**config.mk**
```make
export PLATFORM = sky130hd
export DESIGN_NAME = acionador_estufa
export DESIGN_NICKNAME = d
export VERILOG_FILES = /design/src/rtl/acionador_estufa.sv
export SDC_FILE = /design/constraint.sdc
export NUM_CORES = 1
export LEC_CHECK = 0
export ABC_AREA = 1
export CELL_PAD_IN_SITES_DETAIL_PLACEMENT = 1
export CELL_PAD_IN_SITES_GLOBAL_PLACEMENT = 1
export CORE_UTILIZATION = 35
export DETAILED_ROUTE_END_ITERATION = 16
export MAX_ROUTING_LAYER = met4
export PLACE_DENSITY = 0.77
export SYNTH_ARGS = -nofsm -noshare
export SYNTH_HDL_FRONTEND = slang
export SYNTH_SLANG_ARGS = --single-unit
```
**constraint.sdc**
```tcl
create_clock -name clock -period 2.2 [get_ports clock]
set_input_delay 0.33 -clock clock [delete_from_list [all_inputs] [get_ports clock]]
set_output_delay 0.33 -clock clock [all_outputs]
set_load 0.02 [all_outputs]
```
**src/rtl/acionador_estufa.sv**
```systemverilog
// acionador_estufa: greenhouse actuator back-end, round-robin hysteresis control.
// Optional macro CONTAGEM_ACIONAMENTOS_EN enables the actuator turn-on counter.
module acionador_estufa #(
  parameter int HISTERESE  = 1,
  parameter int MIN_RONDAS = 2,
  parameter int PAUSA      = 4
) (
  input  logic       clock,
  input  logic       reset,
  input  logic       enable,
  input  logic [3:0] temperatura,
  input  logic [3:0] umidade,
  input  logic [3:0] luminosidade,
  input  logic [3:0] pH,
  input  logic [3:0] ideal_temperatura,
  input  logic [3:0] ideal_umidade,
  input  logic [3:0] ideal_luminosidade,
  input  logic [3:0] ideal_pH,
  output logic       aquecedor,
  output logic       resfriador,
  output logic       irrigador,
  output logic       lampada,
  output logic       dosador_base,
  output logic       dosador_acido,
  output logic [1:0] canal,
  output logic       ocupado,
  output logic [7:0] acionamentos
);

  localparam logic [4:0] LP_H   = 5'(HISTERESE);
  localparam logic [3:0] LP_MIN = 4'(MIN_RONDAS);
  localparam logic [7:0] LP_ULT = 8'(PAUSA - 1);

  typedef enum logic [2:0] {
    OCIOSO, AMOSTRA, AVALIA, ATUA, ESPERA
  } estado_t;

  estado_t         r_estado;
  estado_t         w_prox;
  logic [1:0]      r_canal;
  logic [7:0]      r_pausa;
  logic [3:0]      r_sens;
  logic [3:0]      r_ideal;
  logic [3:0]      r_up;
  logic [3:0]      r_dn;
  logic [3:0][3:0] r_hold;
  logic            r_dec_up;
  logic            r_dec_dn;
  logic [3:0]      r_dec_hold;
  logic [3:0]      w_sens;
  logic [3:0]      w_ideal;
  logic [4:0]      w_lo;
  logic [4:0]      w_hi_raw;
  logic [4:0]      w_hi;
  logic            w_duplo;
  logic            w_sobe;
  logic            w_desce;
  logic            w_up;
  logic            w_dn;
  logic [3:0]      w_hold;
  logic            w_exp;

  assign w_exp = (r_pausa == LP_ULT);

  // state register
  always_ff @(posedge clock or negedge reset) begin
    if (!reset) r_estado <= OCIOSO;
    else        r_estado <= w_prox;
  end

  // next-state logic
  always_comb begin
    w_prox = r_estado;
    unique case (r_estado)
      OCIOSO:  if (enable) w_prox = AMOSTRA;
      AMOSTRA: w_prox = AVALIA;
      AVALIA:  w_prox = ATUA;
      ATUA:    w_prox = ESPERA;
      ESPERA:  if (w_exp) w_prox = enable ? AMOSTRA : OCIOSO;
      default: w_prox = OCIOSO;
    endcase
  end

  // state-derived outputs
  always_comb begin
    ocupado = (r_estado != OCIOSO);
  end

  // select sensor/ideal pair of the serviced channel
  always_comb begin
    w_sens  = temperatura;
    w_ideal = ideal_temperatura;
    case (r_canal)
      2'd1: begin w_sens = umidade;      w_ideal = ideal_umidade;      end
      2'd2: begin w_sens = luminosidade; w_ideal = ideal_luminosidade; end
      2'd3: begin w_sens = pH;           w_ideal = ideal_pH;           end
      default: ;
    endcase
  end

  assign w_lo     = ({1'b0, r_ideal} >= LP_H) ? {1'b0, r_ideal} - LP_H : 5'd0;
  assign w_hi_raw = {1'b0, r_ideal} + LP_H;
  assign w_hi     = (w_hi_raw > 5'd15) ? 5'd15 : w_hi_raw;
  assign w_duplo  = (r_canal == 2'd0) || (r_canal == 2'd3);
  assign w_sobe   = ({1'b0, r_sens} < w_lo);
  assign w_desce  = ({1'b0, r_sens} > w_hi) && w_duplo;

  // decision: hold, reversal, or follow the request
  always_comb begin
    w_up   = r_up[r_canal];
    w_dn   = r_dn[r_canal];
    w_hold = r_hold[r_canal];
    if (r_hold[r_canal] != 4'd0) begin
      w_hold = r_hold[r_canal] - 4'd1;
    end else begin
      w_up = 1'b0;
      w_dn = 1'b0;
      unique case (1'b1)
        w_sobe:  w_up = ~r_dn[r_canal];
        w_desce: w_dn = ~r_up[r_canal];
        default: ;
      endcase
      if ((w_up & ~r_up[r_canal]) | (w_dn & ~r_dn[r_canal]))
        w_hold = LP_MIN;
    end
  end

  // sample inputs, register decision, apply it
  always_ff @(posedge clock or negedge reset) begin
    if (!reset) begin
      r_sens     <= 4'd0;
      r_ideal    <= 4'd0;
      r_dec_up   <= 1'b0;
      r_dec_dn   <= 1'b0;
      r_dec_hold <= 4'd0;
      r_up       <= 4'd0;
      r_dn       <= 4'd0;
      r_hold     <= '0;
    end else begin
      if (r_estado == AMOSTRA) begin
        r_sens  <= w_sens;
        r_ideal <= w_ideal;
      end
      if (r_estado == AVALIA) begin
        r_dec_up   <= w_up;
        r_dec_dn   <= w_dn;
        r_dec_hold <= w_hold;
      end
      if (r_estado == ATUA) begin
        r_up[r_canal]   <= r_dec_up;
        r_dn[r_canal]   <= r_dec_dn;
        r_hold[r_canal] <= r_dec_hold;
      end
    end
  end

  // pause counter and channel rotation
  always_ff @(posedge clock or negedge reset) begin
    if (!reset) begin
      r_pausa <= 8'd0;
      r_canal <= 2'd0;
    end else if (r_estado == ATUA) begin
      r_pausa <= 8'd0;
    end else if (r_estado == ESPERA) begin
      if (w_exp) r_canal <= r_canal + 2'd1;
      else       r_pausa <= r_pausa + 8'd1;
    end
  end

`ifdef CONTAGEM_ACIONAMENTOS_EN
  logic [7:0] r_acion;
  logic [1:0] w_sub;
  logic [8:0] w_soma;

  assign w_sub  = {1'b0, r_dec_up & ~r_up[r_canal]}
                + {1'b0, r_dec_dn & ~r_dn[r_canal]};
  assign w_soma = {1'b0, r_acion} + {7'd0, w_sub};

  // saturating count of turn-ons applied on ATUA edges
  always_ff @(posedge clock or negedge reset) begin
    if (!reset)                r_acion <= 8'd0;
    else if (r_estado == ATUA) r_acion <= w_soma[8] ? 8'hFF : w_soma[7:0];
  end

  assign acionamentos = r_acion;
`else
  assign acionamentos = 8'd0;
`endif

  assign aquecedor     = r_up[0];
  assign resfriador    = r_dn[0];
  assign irrigador     = r_up[1];
  assign lampada       = r_up[2];
  assign dosador_base  = r_up[3];
  assign dosador_acido = r_dn[3];
  assign canal         = r_canal;

endmodule

```
---- Yosys cells after proc, flatten, opt, wreduce, memory -nomap -nowiden ----
Index checks and enable logic that the tools add are counted.
W data, S select, Z words.
cells by class
  add/sub/neg operators ................... 5
  order comparisons ....................... 6
  equal/unequal tests ..................... 11
  muxes and demuxes ....................... 32
  bitwise gates (word level) .............. 6
  reductions and logical operators ........ 11
operators by type and width
  cell                   number
  $mux W8                3
  $pmux W4 S3            2
  $bwmux W16             1
  $mux W4                4
  $pmux W3 S5            1
  $mux W1                10
  $mux W5                2
  $add A8 B1 Y8 const B  1
  $bmux W4 S2            1
  $bwmux W4              2
  $demux W4 S2           1
  $eq A8 B2 Y1 const B   1
  $eq A3 B2 Y1 const B   2
  $mux W3                2
  $add A4 B1 Y5 const B  1
  $gt A4 B5 Y1           1
  $gt A5 B4 Y1 const B   1
  $lt A4 B5 Y1           1
  $sub A4 B1 Y5 const B  1
  $bmux W1 S2            2
  $eq A2 B2 Y1 const B   2
  $ge A4 B1 Y1 const B   1
  $ne A2 B2 Y1 const B   2
  $reduce_and A2 Y1      2
  20 further kinds       24
storage, ports and cells
  register bits after elaboration ......... 51
  output and inout bits ................... 17

---- Longest topological paths before layout ----
Gate-level depths: netlist (run 1).
  word-level depth ........................ 11
  gate-level depth with buffers ........... 16
  depth with buffers taken out ............ 16

---- Worst setup path before layout (run 1) ----
Ideal clock, no wire load.
  path type ............................... register to register
  start point ............................. reg r_ideal[0]
  end point ............................... reg r_dec_dn
  setup time .............................. 131 ps
  arrival ................................. 1953 ps
  data required time ...................... 2069 ps
  slack ................................... 116 ps
  cell stages (with the launch flop) ...... 16
  cell sequence ........................... dfrtp_1 > inv_1 > ha_1 > inv_1 > nor3_1 > nand4_1 > nand3_1 > inv_1 > ha_1 > inv_1 > nor2_1 > o21bai_1 > nand2_1 > and3_1 > nand2_1 > o211ai_1
on the way
  longest elaborated chain between the ends .. 8
RTL lines
  element                  RTL line  text
  start, declared          43        logic [3:0] r_ideal;
  start signal, assigned   142       r_ideal <= w_ideal;
  $add A4 B1 Y5 *          102       assign w_hi_raw = {1'b0, r_ideal} + LP_H;
  $gt A5 B4 Y1             103       assign w_hi = (w_hi_raw > 5'd15) ? 5'd15 : w_hi_raw;
  $mux W5 *                103
  $gt A4 B5 Y1 *           106       assign w_desce = ({1'b0, r_sens} > w_hi) && w_duplo;
  $logic_and A1 B1 Y1 *    106
  $mux W1 *                118       unique case (1'b1)
  $mux W1 * (2 in series)  113       if (r_hold[r_canal] != 4'd0) begin
  end signal, assigned     146       r_dec_dn <= w_dn;
  end, declared            48        logic r_dec_dn;
Every way passes the cells marked *; elsewhere a longest branch is shown, timed or not. The select of a mux whose other input is x is not followed.
A chain may end at the register's enable or synchronous reset.

---- Worst setup path in the final report (run 1) ----
Ends and elaborated chain as after synthesis.

==> metrics.txt, run 1 <==
met1 Use GR=0.281; grt ovf=0; sw frac=0.484; Max clock buf depth=2; cell count after synthesis=403; FF+latch count, synth=51; slowest stage cell on the critical path=dfrtp_1; library cells used by synthesis=30; Avg Cell Area, Syn=7.54 sq um; GRT Overall Usage=0.216; Via density=5.14; ys async rst share=1.00; failing checks=hold timing, setup timing; Area growth, synth to finish=23.8%; hold slack=-0.0189 ns; Layout fillers=1042; Clk pin slew, worst setup/hold paths=0.11 ns; Ports=52; Routed Antenna Nets=0; via count=2882; clk root buf=clkbuf_8; WL final=8970 um; drt initial violations=147; die area=9060 sq um; CP arrival=2.49 ns; Internal=0.00277 W; sequential power share=0.288; CP max FO=4; number of global-route vias before repair=2960; Pwr Density=1430 nW/um^2; EDFF count, synth=0; unrepaired setup endpoints after global routing=yes; Largest stage delay, worst path=0.42 ns; Slew Viols, Final=0; routed len/inst=16.0 um; DIE WIDTH=95.2 um; height of the die=95.2 um; crit path capture type=flip-flop; Crit path top cell by count=inv_2; final worst-path cycle share=1.04; Post-Synthesis Cell Area=3040 sq um; post-cts hold buffer count=0; max-cap violations=0; Final min period=2.29 ns; Setup CP Type=reg -> reg; Design Power=0.00537 W; Core ar.=8300 sq um; initial antenna violation count=0; CTS Sinks=51; Site Rows=33; clock skew=0.0103 ns; final core utilization=0.453; Routability Congestion=0.876; Most Crowded Layer GR=met2; Net Switching=0.00260 W; commonest cells after routing, fill and taps aside=nand2_1 (135), dfrtp_1 (51), o21ai_0 (43); final setup fails=3; Worst setup SP type=flip-flop; Clock power frac=0.112; Post-Place Setup Slack=-0.0897 ns; sequential element share of the synthesized area=0.420; H-tree depth=2; reg2reg start=r_ideal[0]$_DFFE_PN0N_; clk_lat worst skew=0.31 ns; largest net degree at the start of global routing=52; crit path cell chain=inv_2 > ha_4 > inv_4 > nor3_2 > nand4_1 > nand3_1 > inv_2 > ha_4 > inv_2 > nor2_2 > o21bai_1 > nand2_1 > and3_1 > nand2_1 > o211ai_1; fin area=3760 sq um; status=complete, but fails checks; met2 usage in global routing=0.361; Fmax achieved=0.437 GHz; Initial Util=0.366; ant diodes=0; CTS Buf Count=5; 1st-pass router iterations=4; count of final hold-check violations=6; CP Launch Point=r_ideal[0]$_DFFE_PN0N_; met3 Use GR=0.0279; IO Port Bufs=43; WP data required=2.40 ns; peak supply drop=0.000414 V; drt drc=0; setup slack after layout=-0.0870 ns; Placed Area=3600 sq um; Post-synth top flop=dfrtp_1; Comb power frac=0.601; commonest non-fill, non-tap cell in the layout=nand2_1; worst hold path type=in -> async; Leak=1.78 nW; HPWL after DPL=6470 um; first-pass GRT wire length=14600 um; Ys Warns=0; layout net count=508; CTS tree=yes; layout cells sized above 1=0.0855
## synthesized netlist by cell type, types with 2 or more instances
library cell | count | area, sq um
nand3b_1 | 2 | 15.0
buf_2 | 6 | 30.0
ha_1 | 18 | 225
nor3_1 | 4 | 20.0
o21bai_1 | 2 | 15.0
nor2_1 | 19 | 71.3
clkbuf_1 | 2 | 7.51
a21oi_1 | 15 | 75.1
buf_1 | 3 | 11.3
nand3_1 | 27 | 135
inv_1 | 33 | 124
nand4_1 | 6 | 37.5
o211ai_1 | 2 | 15.0
xor2_1 | 4 | 35.0
xnor2_1 | 3 | 26.3
or2_2 | 2 | 12.5
o21ai_0 | 43 | 215
nand2_1 | 135 | 507
dfrtp_1 | 51 | 1280
a31oi_1 | 8 | 50.1
buf_4 | 8 | 60.1
o21ai_1 | 2 | 10.0
## worst max-delay path, delay by kind of cell (launching register included)
family                   cells  cell delay, ns
AND/OR/NAND/NOR              7            0.78
adder cells (fa/ha/maj)      2            0.53
flip-flops                   1            0.42
buffers and inverters        4            0.23
AO/OA/AOI/OAI                2            0.22
## metal layers
layer  wire length [um]  vias to the layer above
li1                   -                     1410
met1               4210                     1432
met2               4480                       29
met3                175                       11
met4                114                        0
met5                  0                        -
## metrics by stage
step | cells | TNS [ns] | hold WS, ns
global route | 561 | -0.694 | 0.00233
detailed placement | 549 | -0.210 | 0.353
global placement | 549 | 0 | 0.349
finish | 561 | -0.214 | -0.0189
floorplan | 410 | 0 | 0.0344
CTS | 559 | 0 | 0.00608
## area by class of cell
class	count	area (sq um)	share of cell area
multi-input combinational	306	1590	0.422
clock buffer	7	86.3	0.0229
clock inverter	1	8.76	0.00233
inverter	34	130	0.0346
sequential	51	1280	0.339
timing repair buffer	57	543	0.144
tap	105	131	0.0349
## timing repair
action	in CTS	in global routing
pin swaps	1	10
gates resized for setup	2	9
setup endpoints to repair	3	3
setup buffers	2	2
## state kept, by name, indices dropped and copies added, names as in the netlist
| signal | flops |
|---|---|
| r_ideal | 4 |
| r_dec_dn | 1 |
| r_dec_up | 1 |
| r_up | 4 |
| r_dn | 4 |
| r_estado | 3 |
| r_pausa | 8 |
| r_hold | 16 |
| canal | 2 |
| r_sens | 4 |
| r_dec_hold | 4 |
## final timing paths
kind	to	slack (ns)	cells after the start
max	r_dec_dn$_DFFE_PN0P_	-0.09	15
max in group asynchronous	r_ideal[2]$_DFFE_PN0N_	1.95	2
max reg2reg	r_dec_dn$_DFFE_PN0P_	-0.09	15
min	r_dec_hold[2]$_DFFE_PN0P_	-0.02	2
min in group clock	r_dn[2]$_DFFE_PN0P_	0.49	2
min reg2reg	r_dn[2]$_DFFE_PN0P_	0.49	2
## cell families (layout without fill, tap and decap cells)
logic type                 Yosys count  after routing  synth area share
DFF                                 51             51             0.420
adders and majority gates           18             18            0.0741
buffers and inverters               53             99            0.0778
and+or+nand+nor                    199            199             0.276
other                                1              8           0.00123
AOI/OAI and AO/OA                   74             74             0.131
xor gates and xnor gates             7              7            0.0202
## power by group through the flow
stage               logic (W)  registers, W  clock network (W)
floorplan             0.00194       0.00155                  0
global placement      0.00287       0.00154                  0
detailed placement    0.00297       0.00156                  0
CTS                   0.00304       0.00154           0.000613
global route          0.00365       0.00159           0.000644
finish                0.00323       0.00154           0.000600
Note: power is estimated with default switching activity, not from simulation.
==> inputs of run 2 (changes only) <==
--- a/config.mk
+++ b/config.mk
@@ -8,10 +8,10 @@
 export ABC_AREA = 1
 export CELL_PAD_IN_SITES_DETAIL_PLACEMENT = 1
 export CELL_PAD_IN_SITES_GLOBAL_PLACEMENT = 1
-export CORE_UTILIZATION = 35
+export CORE_UTILIZATION = 42
 export DETAILED_ROUTE_END_ITERATION = 16
 export MAX_ROUTING_LAYER = met4
-export PLACE_DENSITY = 0.77
+export PLACE_DENSITY = 0.87
 export SYNTH_ARGS = -nofsm -noshare
 export SYNTH_HDL_FRONTEND = slang
 export SYNTH_SLANG_ARGS = --single-unit
==> constraint.sdc (replaced) <==
create_clock -name clock -period 2.7 [get_ports clock]
set_input_delay 0.405 -clock clock [delete_from_list [all_inputs] [get_ports clock]]
set_output_delay 0.405 -clock clock [all_outputs]
set_load 0.02 [all_outputs]
==> run 2 against run 1 <==
  * Register-to-register slack better by 0.38 ns
  * Global-route usage up 4.4 points
  * Clock power shrank 11%
  * Core utilization rose by 7.3 points
  * Final cell count shrank 3.6%
  * Largest power group unchanged
  * The flow now finishes without violations
  * Worst setup slack improved by 0.38 ns
  * Sequential cell count is the same
  * First-iteration DRC count decreased by 18%
==> metrics.txt, run 2 (same netlist as run 1, synthesis figures left out) <==
WL final=8850 um (-1.4%); post-cts resize count=0 (-2); Pwr Density=1160 nW/um^2 (-19%); crit path capture type=flip-flop; R2R Path End=r_dec_hold[1]$_DFFE_PN0P_; layout cells sized above 1=0.0404 (-0.0451); CTS Buf Count=5 (unchanged); Max clock buf depth=2 (unchanged); commonest non-fill, non-tap cell in the layout=nand2_1; Design Power=0.00421 W (-22%); Clk pin slew, worst setup/hold paths=0.10 ns (about the same); largest net degree at the start of global routing=52 (unchanged); clk root buf=clkbuf_8; Largest regs=r_hold: 16 flops, r_pausa: 8 flops; H-tree depth=2 (unchanged); CTS tree=yes; sw frac=0.489 (+0.00498); Leak=1.73 nW (-2.5%); CP Launch Point=r_ideal[0]$_DFFE_PN0N_; max reg flops=16 (unchanged); initial antenna violation count=0 (unchanged); count of final hold-check violations=0 (-6); clock skew=0.0127 ns (+0.00243 ns); Routability Congestion=0.835 (-4.7%); max-cap violations=0 (unchanged); Setup CP Type=reg -> reg; Non-Filler Instances=541 (-3.6%); peak supply drop=0.000443 V (+7.1%); Internal=0.00215 W (-22%); R2R Setup Slk=0.30 ns (+0.38 ns); Via density=5.38 (+4.6%); cell count of the worst reg-to-reg path=16 (+1); layout net count=498 (-2.0%); Fmax achieved=0.416 GHz (-4.8%); number of global-route vias before repair=2979 (+0.64%); fin area=3630 sq um (-3.4%); Post-CTS Setup Repair Bufs=0 (-2); Slew @ Worst Pin=0.687 ns; setup slack after layout=0.297 ns (+0.384 ns); Post-Route Setup TNS=0 ns (+0.214 ns); unrepaired setup endpoints after global routing=no; Placed Area=3530 sq um (-1.9%); first-pass GRT wire length=14700 um (+0.19%); Site Rows=30 (-9.1%); routed len/inst=16.4 um (+2.3%); die area=7580 sq um (-16%); worst hold path type=in -> async; Initial Util=0.440 (+0.0738); IO Port Bufs=43 (unchanged); Clock power frac=0.127 (+0.015); Net Switching=0.00206 W (-21%); Comb power frac=0.571 (-0.030); post-cts hold buffer count=0 (unchanged); WP data required=2.92 ns (+0.52 ns); reg2reg start=r_ideal[0]$_DFFE_PN0N_; Layout fillers=911 (-13%); Top reg by flops=r_hold; height of the die=87.0 um (-8.5%); CTS Sinks=51 (unchanged); drt drc=0 (unchanged); Final min period=2.40 ns (+0.116 ns); drt initial violations=120 (-18%); CP max FO=6 (+2); final worst-path cycle share=0.890 (-0.150); status=completed; Ports=52 (unchanged); Worst setup SP type=flip-flop; sequential power share=0.302 (+0.014); DIE WIDTH=87.0 um (-8.5%); final setup fails=0 (-3); ant diodes=0 (unchanged); clk_lat worst skew=0.31 ns (about the same); Cells after DPL=534 (-2.7%); Routed Antenna Nets=0 (unchanged); GRT Overall Usage=0.260 (+0.0441); commonest cells after routing, fill and taps aside=nand2_1 (135), dfrtp_1 (51), o21ai_0 (43); Post-Place Setup Slack=0.332 ns (+0.422 ns); via count=2908 (+0.90%); Area growth, synth to finish=19.6%; HPWL after DPL=6290 um (-2.8%); 1st-pass router iterations=4 (unchanged); CP arrival=2.62 ns (+0.13 ns); Worst Setup EP=r_dec_hold[1]$_DFFE_PN0P_; Slew Viols, Final=0 (unchanged); Core ar.=6910 sq um (-17%); relative slew slack=0.542; grt ovf=0 (unchanged)
-- run 2: changes by cell type in the layout (fill, tap and decap cells not counted), sizes merged --
cell    previous run  this run
buf               15         5
bufinv             0         1
clkbuf             7         6
clkinv             1         0
-- run 2: through the flow --
stage / util / hold WS [ns]
3_3_place_gp: 0.511 / 0.467
4_1_cts: 0.526 / 0.240
3_5_place_dp: 0.511 / 0.481
2_1_floorplan: - / 0.109
6_report: 0.526 / 0.191
5_1_grt: 0.526 / 0.280
-- run 2: metal layers --
| layer | wire length (um) | global-route usage |
|---|---|---|
| met2 | 4360 | 0.434 |
| met4 | 71 | 0.0682 |
| met3 | 291 | 0.0303 |
| met5 | 0 | - |
| met1 | 4130 | 0.335 |
-- run 2: final cells by class --
class                      instances  area, sq um  share of cell area
multi-input combinational        306         1550               0.427
clock inverter                     1         30.0             0.00826
sequential                        51         1280               0.351
inverter                          34          128              0.0351
tap                               96          120              0.0331
clock buffer                       6         72.6              0.0200
timing repair buffer              47          455               0.125
-- run 2: how the worst min path moves through the flow --
| stage | endpoint | depth (start not counted) |
|---|---|---|
| floorplan | canal[0]$_DFFE_PN0P_ | 0 |
| global placement | r_dn[1]$_DFFE_PN0P_ | 2 |
| detailed placement | r_hold[11]$_DFFE_PN0P_ | 2 |
| CTS | r_hold[12]$_DFFE_PN0P_ | 2 |
| global route | r_hold[12]$_DFFE_PN0P_ | 2 |
| finish | r_hold[13]$_DFFE_PN0P_ | 2 |
-- run 2: power groups by stage --
stage / Sequential, W / Clock [W] / Combinational [W]
floorplan: 0.00127 / 0 / 0.00158
global placement: 0.00126 / 0 / 0.00223
detailed placement: 0.00128 / 0 / 0.00235
CTS: 0.00127 / 0.000538 / 0.00240
global route: 0.00130 / 0.000558 / 0.00270
finish: 0.00127 / 0.000534 / 0.00240
-- run 2: worst max-delay path, stage by stage, from the launching register on --
cell      delay (ns)
dfrtp_1         0.44
inv_1           0.14
ha_1            0.30
inv_1           0.06
nor3_1          0.14
nand4_1         0.14
nand3_1         0.10
inv_1           0.05
ha_1            0.29
inv_1           0.06
nor2_1          0.04
o21bai_1        0.13
nand2_1         0.08
nand4_1         0.10
nand3_1         0.10
nand2_1         0.07
nand2_1         0.05
